==> config.mk <==
export PLATFORM = sky130hd
export DESIGN_NAME = frame_capture
export DESIGN_NICKNAME = d
export VERILOG_FILES = /design/src/rtl/frame_capture.sv
export SDC_FILE = /design/constraint.sdc
export NUM_CORES = 1
export LEC_CHECK = 0
export ABC_CLOCK_PERIOD_IN_PS = 3200
export CORE_UTILIZATION = 56
export DETAILED_ROUTE_END_ITERATION = 7
export PLACE_DENSITY = 0.8
export SLEW_MARGIN = 20
export SYNTH_ARGS = -nofsm -noshare
export SYNTH_HDL_FRONTEND = slang
export SYNTH_SLANG_ARGS = --single-unit
==> constraint.sdc <==
create_clock -name clk -period 3.2 [get_ports clk]
set_clock_uncertainty 0.1 [all_clocks]
set_input_delay 0.48 -clock clk [delete_from_list [all_inputs] [get_ports clk]]
set_output_delay 0.48 -clock clk [all_outputs]
set_load 0.01 [all_outputs]
==> src/rtl/frame_capture.sv <==
// Camera frame grabber: RGB565 byte stream -> 4-bit grayscale frame-BRAM writes.
// Build macro CAPTURE_GRAY_WEIGHTED_EN selects (R+2G+B)/4 luma instead of plain G[5:2].
module frame_capture #(
  parameter int H_PIXELS = 640,
  parameter int V_LINES  = 480
) (
  input  logic        clk,
  input  logic        rst,
  input  logic        capture_en,
  input  logic        cam_vsync,
  input  logic        cam_href,
  input  logic        cam_strobe,
  input  logic [7:0]  cam_data,
  output logic        write_enable,
  output logic [18:0] write_address,
  output logic [3:0]  write_pixel,
  output logic        static_bram_rdy,
  output logic        frame_error
);

  localparam int LINE_W = $clog2(H_PIXELS) + 2;
  localparam int LCNT_W = $clog2(V_LINES) + 2;
  localparam logic [18:0]       FRAME_END = 19'(H_PIXELS * V_LINES);
  localparam logic [LINE_W-1:0] LINE_LEN  = LINE_W'(H_PIXELS);

  typedef enum logic [1:0] {
    IDLE     = 2'd0,
    WAIT_SOF = 2'd1,
    CAPTURE  = 2'd2,
    DONE     = 2'd3
  } state_t;

  state_t            state_q, state_d;
  logic              vsync_q, vsync_d;
  logic              href_q, href_d;
  logic              phase_q, phase_d;
  logic [7:0]        hi_byte_q, hi_byte_d;
  logic [18:0]       pix_cnt_q, pix_cnt_d;
  logic [LINE_W-1:0] line_pix_q, line_pix_d;
  logic [LCNT_W-1:0] line_cnt_q, line_cnt_d;
  logic              write_enable_q, write_enable_d;
  logic [18:0]       write_address_q, write_address_d;
  logic [3:0]        write_pixel_q, write_pixel_d;
  logic              rdy_q, rdy_d;
  logic              frame_error_q, frame_error_d;

  logic vsync_rise, vsync_fall, href_fall;
  logic [3:0] gray;

  assign vsync_rise = cam_vsync & ~vsync_q;
  assign vsync_fall = ~cam_vsync & vsync_q;
  assign href_fall  = ~cam_href & href_q;

  // Pixel word is {hi_byte_q, cam_data}: R=[15:11], G=[10:5], B=[4:0].
`ifdef CAPTURE_GRAY_WEIGHTED_EN
  logic [5:0] r6, g6, b6;
  assign r6   = {hi_byte_q[7:3], hi_byte_q[7]};
  assign g6   = {hi_byte_q[2:0], cam_data[7:5]};
  assign b6   = {cam_data[4:0], cam_data[4]};
  assign gray = 4'(({2'b00, r6} + {1'b0, g6, 1'b0} + {2'b00, b6}) >> 4);
`else
  assign gray = {hi_byte_q[2:0], cam_data[7]};
`endif

  // NOTE: every *_d gets its hold value first, so no path through this block can infer a latch.
  always_comb begin
    state_d         = state_q;
    vsync_d         = cam_vsync;
    href_d          = cam_href;
    phase_d         = phase_q;
    hi_byte_d       = hi_byte_q;
    pix_cnt_d       = pix_cnt_q;
    line_pix_d      = line_pix_q;
    line_cnt_d      = line_cnt_q;
    write_enable_d  = 1'b0;
    write_address_d = write_address_q;
    write_pixel_d   = write_pixel_q;
    rdy_d           = rdy_q;
    frame_error_d   = frame_error_q;

    case (state_q)
      IDLE: begin
        phase_d = 1'b0;
        if (capture_en && cam_vsync) state_d = WAIT_SOF;
      end

      WAIT_SOF: begin
        phase_d = 1'b0;
        if (vsync_fall) begin
          state_d       = CAPTURE;
          rdy_d         = 1'b0;
          pix_cnt_d     = '0;
          line_pix_d    = '0;
          line_cnt_d    = '0;
          frame_error_d = 1'b0;
        end
      end

      CAPTURE: begin
        if (!cam_href) begin
          phase_d = 1'b0;
        end else if (cam_strobe) begin
          if (!phase_q) begin
            hi_byte_d = cam_data;
            phase_d   = 1'b1;
          end else begin
            phase_d = 1'b0;
            if (line_pix_q != '1) line_pix_d = line_pix_q + 1'b1;
            if (pix_cnt_q < FRAME_END) begin
              write_enable_d  = 1'b1;
              write_address_d = pix_cnt_q;
              write_pixel_d   = gray;
              pix_cnt_d       = pix_cnt_q + 1'b1;
            end else begin
              frame_error_d = 1'b1;
            end
          end
        end

        if (href_fall) begin
          if (line_pix_q != LINE_LEN) frame_error_d = 1'b1;
          if (line_cnt_q != '1) line_cnt_d = line_cnt_q + 1'b1;
          line_pix_d = '0;
        end

        // A line-length error detected on this same edge must still block rdy.
        if (vsync_rise) begin
          state_d = DONE;
          if (pix_cnt_d == FRAME_END && !frame_error_d) rdy_d = 1'b1;
          else frame_error_d = 1'b1;
        end
      end

      DONE: begin
        phase_d = 1'b0;
        state_d = capture_en ? WAIT_SOF : IDLE;
      end

      default: state_d = IDLE;
    endcase
  end

  // NOTE: sequential state uses non-blocking assignments so every flop samples pre-edge values.
  always_ff @(posedge clk) begin
    if (rst) begin
      state_q         <= IDLE;
      vsync_q         <= 1'b0;
      href_q          <= 1'b0;
      phase_q         <= 1'b0;
      hi_byte_q       <= '0;
      pix_cnt_q       <= '0;
      line_pix_q      <= '0;
      line_cnt_q      <= '0;
      write_enable_q  <= 1'b0;
      write_address_q <= '0;
      write_pixel_q   <= '0;
      rdy_q           <= 1'b0;
      frame_error_q   <= 1'b0;
    end else begin
      state_q         <= state_d;
      vsync_q         <= vsync_d;
      href_q          <= href_d;
      phase_q         <= phase_d;
      hi_byte_q       <= hi_byte_d;
      pix_cnt_q       <= pix_cnt_d;
      line_pix_q      <= line_pix_d;
      line_cnt_q      <= line_cnt_d;
      write_enable_q  <= write_enable_d;
      write_address_q <= write_address_d;
      write_pixel_q   <= write_pixel_d;
      rdy_q           <= rdy_d;
      frame_error_q   <= frame_error_d;
    end
  end

  assign write_enable    = write_enable_q;
  assign write_address   = write_address_q;
  assign write_pixel     = write_pixel_q;
  assign static_bram_rdy = rdy_q;
  assign frame_error     = frame_error_q;

endmodule

Word level (Yosys, flattened, before mapping)
Cells that the tools add are included.
- memories: 0
- bits in read-only memories: 0
- register bits after elaboration: 65
- input port bits: 14
- RAM bits: 0
- bits in latches: 0
- multiply operators: 0
- shifts and indexed selects: 0
- div/mod/pow operators: 0
- multiplexer cells: 38
- magnitude comparators: 1
- bitwise operators: 9
- add/sub/neg operators: 2
- reduce and logical (&&, ||, !) cells: 13
- eq/ne operators: 15
- operator list (cell ; count):
    $mux W19 ; 6
    $mux W12 ; 6
    $pmux W19 S2 ; 1
    $pmux W12 S2 ; 1
    $add A19 B1 Y19 const B ; 1
    $eq A19 B19 Y1 const B ; 1
    $lt A19 B19 Y1 const B ; 1
    $mux W1 ; 17
    $ne A3 B3 Y1 const B ; 5
    $add A12 B1 Y12 const B ; 1
    $ne A12 B10 Y1 const B ; 1
    $ne A12 B12 Y1 const B ; 1
    $ne A2 B2 Y1 const B ; 4
    $pmux W2 S4 ; 1
    $reduce_and A4 Y1 ; 2
    $mux W2 ; 3
    $not A1 Y1 ; 6
    $pmux W1 S2 ; 3
    $reduce_and A6 Y1 ; 1
    $reduce_and A5 Y1 ; 1
    $reduce_or A5 Y1 ; 1
    $eq A2 B2 Y1 const B ; 2
    $and A1 B1 Y1 ; 3
    $reduce_and A3 Y1 ; 1
    7 further kinds ; 8

Logic depth before layout (Yosys ltp)
- depth in word-level cells: 13
- depth in mapped cells: 9
- depth with buffers taken out: 9

Worst setup path after synthesis
OpenSTA, ideal clock, no wires.
- path type: register -> register
- start: reg pix_cnt_q[8]
- end: reg frame_error_q (netlist: frame_error)
- path buffers: 2
- data required time: 2966 ps
- cell stages (with the launch flop): 10
- arrival: 2336 ps
- path slack: 631 ps
- cells stage by stage: dfxtp_1 buf_2 and4_1 clkbuf_1 nand4_1 or4_1 xnor2_1 or4_1 nor4_2 o32ai_1
- word-level cells in the longest chain between the ends: 13
- RTL lines (element ; line ; source):
    start, declared ; 38 ; logic [18:0] pix_cnt_q, pix_cnt_d;
    start signal, assigned ; 165 ; pix_cnt_q <= pix_cnt_d;
    branches (longest 11 deep; another with $add A19 B1 Y19) ; -- ;
    $mux W1 (*) ; 127 ; if (vsync_rise) begin
    $pmux W1 S2 (*) ; 81 ; case (state_q)
    end signal, assigned ; 172 ; frame_error_q <= frame_error_d;
    end, declared ; 45 ; logic frame_error_q, frame_error_d;
Every way passes the cells marked *. The select of a mux whose other input is x is not followed.
A chain may end at the register's enable or synchronous reset.

Worst setup path in the final report
- start: reg pix_cnt_q[17]
- end: reg frame_error_q (netlist: frame_error)
The elaborated chain is that of the path after synthesis.

==> results.md <==
* CTS tree: yes
* FMAX at ~360 MHz
* Normalized max-slew margin at 0.5119
* VDD IR max at 0.5394 mV
* Worst Hold Class: flip-flop to flip-flop
* CTS resizes at 0
* Synth area leaders: dfxtp_1 (39%), nand2_1 (8.3%), a21oi_1 (7.4%), nor2_1 (4.7%), ha_1 (3.4%)
* Starting density of the core at 0.5888
* Sinks on Clock Net at 65
* Outcome: complete, no violations
* Max-cap viol count at 0
* Final setup vio count at 0
* Global placement routability congestion at between 0.9 and 1
* Fin nets at between 400 and 500
* Top Usage Layer GRT: met2
* Most instantiated cells after synthesis: nand2_1 (73), dfxtp_1 (65), a21oi_1 (49)
* Sw frac at 0.2932
* Clock transition at path regs at around 80 ps
* Die area at between 0.006 and 0.007 mm2
* Setup Crit Path Kind: flip-flop to flip-flop
* Combinational power share at 0.167
* Hold slack at 351.1 ps
* Drt pass-1 iters at 5
* Largest net degree at the start of global routing at 34
* Vias/cell at about 6
* Worst path slowest cell: or4_1
* Met1 usage at 0.3321
* Post-synth top area share at 0.3941
* Total power per unit cell area at 494.5 mW/mm2
* Mapped Area at ~0.0033 mm2
* ANT nets after route at 0
* Initial antenna violation count at 0
* Top FF cell, synth: dfxtp_1
* Grt met2 use at 0.4557
* Int Power at 1385 uW
* Tcrit/Tclk final at 0.8727
* Initial DRC count at 183
* Critical path required time at between 3000 and 4000 ps
* Maximum root-to-sink buffer count at 2
* Crit path cell chain: o21ai_0 > o21ai_0 > or4_1 > xnor2_1 > or4_1 > nor4_2 > o32ai_1
* Worst-margin pin slew at around 730 ps
* Layout area overhead at 19.97%
* Core area at 0.005608 mm2
* Total number of vias at 3209
* Final Hold Fails at 0
* Register area share after synthesis at 0.3941
* Psw at between 500 and 600 uW
* First-pass GRT wire length at ~13000 um
* Root Driver: clkbuf_8
* Routed WL per cell at approximately 14 um
* Reg power frac at 0.428
* Arrival time worst endpoint at 2910 ps
* Worst path max stage delay at between 600 and 700 ps
* Total chip power at 1959 uW
* Global Route met3 Usage at 0.08391
* Synth area leader: dfxtp_1
* Mapped Cells at approximately 430
* Number of enable flip-flop cells after synthesis at 0
* Most frequent cell after synthesis: nand2_1
* Clock H-tree levels at 3
* Io pins at 40
* Antenna diode count at 0
* Total track usage at 0.2744
* CP endpoint kind: flip-flop
* #FFs+latches synth at 65
* Hold-fix buffers, CTS at 0
* Crit-path leading delay family: simple AND/OR/NAND/NOR gates
* Async set-or-reset flop fraction in the synthesized netlist at 0
* FF-to-FF setup slack at 410 ps
* Pleak at around 0.0013 uW
* Syn Nets at roughly 450
* Syn Area/Cell at about 7.7 um2
* Rows at 27
* Die Y-Extent at 78.79 um
* Yosys warning total at 0
* Remaining DRCs at 0
* CP Launch Type: flip-flop
* DPL Wire Length at between 5000 and 6000 um
* Clock buffer count from CTS at 9
* Worst-path fanout max at 6
* Port Buffers at 35
* TNS Setup at 0 ps
* RSZ-0062 raised after global routing: false
* Die width at a little under 80 um
* WP buf/inv at 0
* Filler cell count at roughly 480
* DRT Wirelength at between 7000 and 8000 um
* Clock power frac at 0.405
* Post-CTS Setup Bufs at 0
* Minimum clock period at between 2000 and 3000 ps
* Share of cells above drive strength 1 at 0.08369
* Final-report max-slew violation count at 0
* Fin util at 0.7064
* Vias in the first global route at 2872
* Later-pin clock latency in the skew report at between 300 and 400 ps
* Cell variety after synth at 46
* Total grt overflow at 0
## cell families after synthesis
logic type | synth area share
xor gates and xnor gates | 0.02918
and+or+nand+nor | 0.2834
muxes | 0.01554
adders and majority gates | 0.03410
buffers and inverters | 0.04736
DFF | 0.3941
AOI/OAI and AO/OA | 0.1963
## through the flow
step	instances	instance area, um2	worst slack, ps
2_1_floorplan	428	3302	630.7
3_3_place_gp	522	3735	92.49
3_5_place_dp	522	3735	41.86
4_1_cts	538	3961	417.1
5_1_grt	538	3961	199.3
6_report	538	3961	407.4
## placed cells by master (no fill, tap or decap), drive strengths merged, types with 2 or more instances in the layout
cell	Yosys	routed
nand2b	8	8
clkbuf	22	9
nor4	3	3
a21oi	49	49
nand4b	2	2
inv	9	11
o22ai	2	2
or3	3	3
and3	6	6
or4	3	3
nand3	12	12
a31oi	6	6
a311oi	12	12
nand2	73	73
and4	5	5
nor2b	3	3
nor2	41	41
nor3	14	14
a21o	5	5
xor2	4	4
o32ai	2	2
xnor2	7	7
o21ai	18	18
a211oi	4	4
a22oi	3	3
mux2i	4	4
buf	7	17
dfxtp	65	65
ha	9	9
clkinv	0	2
clkdlybuf4s50	0	34
and2	5	5
nor4b	2	2
nand4	9	9
o21a	2	2
bufinv	0	2
## final cells by class
cell class	count	area (um2)	share of cell area
Clock buffer	9	123.9	0.03127
Clock inverter	7	102.6	0.02590
Inverter	9	33.78	0.008528
Sequential cell	65	1301	0.3285
Multi-Input combinational cell	325	1844	0.4656
Tap cell	72	90.09	0.02274
Timing Repair Buffer	51	465.4	0.1175
## metal layers
metal / wire, um / vias up / share of wire
met3: 444 / 19 / 0.058
met2: 3726 / 105 / 0.48
met4: 149 / 0 / 0.019
met1: 3396 / 1502 / 0.44
met5: 0 / - / 0
li1: - / 1583 / -
## worst register-to-register path: cells and delay by family, from the launching register on
kind	cells	cell delay, ps
simple gates	3	1350
compound gates	3	690
flops	1	370
xor+xnor	1	150
## power by group through the flow
| stage | Combinational, uW | Sequential, uW | Clock, uW |
|---|---|---|---|
| CTS | 325 | 838 | 808 |
| global route | 376 | 841 | 844 |
| floorplan | 229 | 855 | 0 |
| global placement | 312 | 857 | 0 |
| finish | 327 | 839 | 793 |
| detailed placement | 322 | 857 | 0 |
## flip-flops by register name, indices dropped and copies added, names as in the netlist
signal           flops
frame_error          1
hi_byte_q            3
href_q               1
line_pix_q          12
phase_q              1
pix_cnt_q           19
state_q              2
static_bram_rdy      1
vsync_q              1
write_address       19
write_enable         1
write_pixel          4
## worst paths after layout
kind | startpoint | depth (start not counted) | to
setup / recovery | pix_cnt_q[17] | 7 | frame_error
hold / removal | hi_byte_q[2] | 2 | write_pixel[3]
setup reg to reg | pix_cnt_q[17] | 7 | frame_error
hold reg to reg | hi_byte_q[2] | 2 | write_pixel[3]
Note: power is estimated with default switching activity, not from simulation.
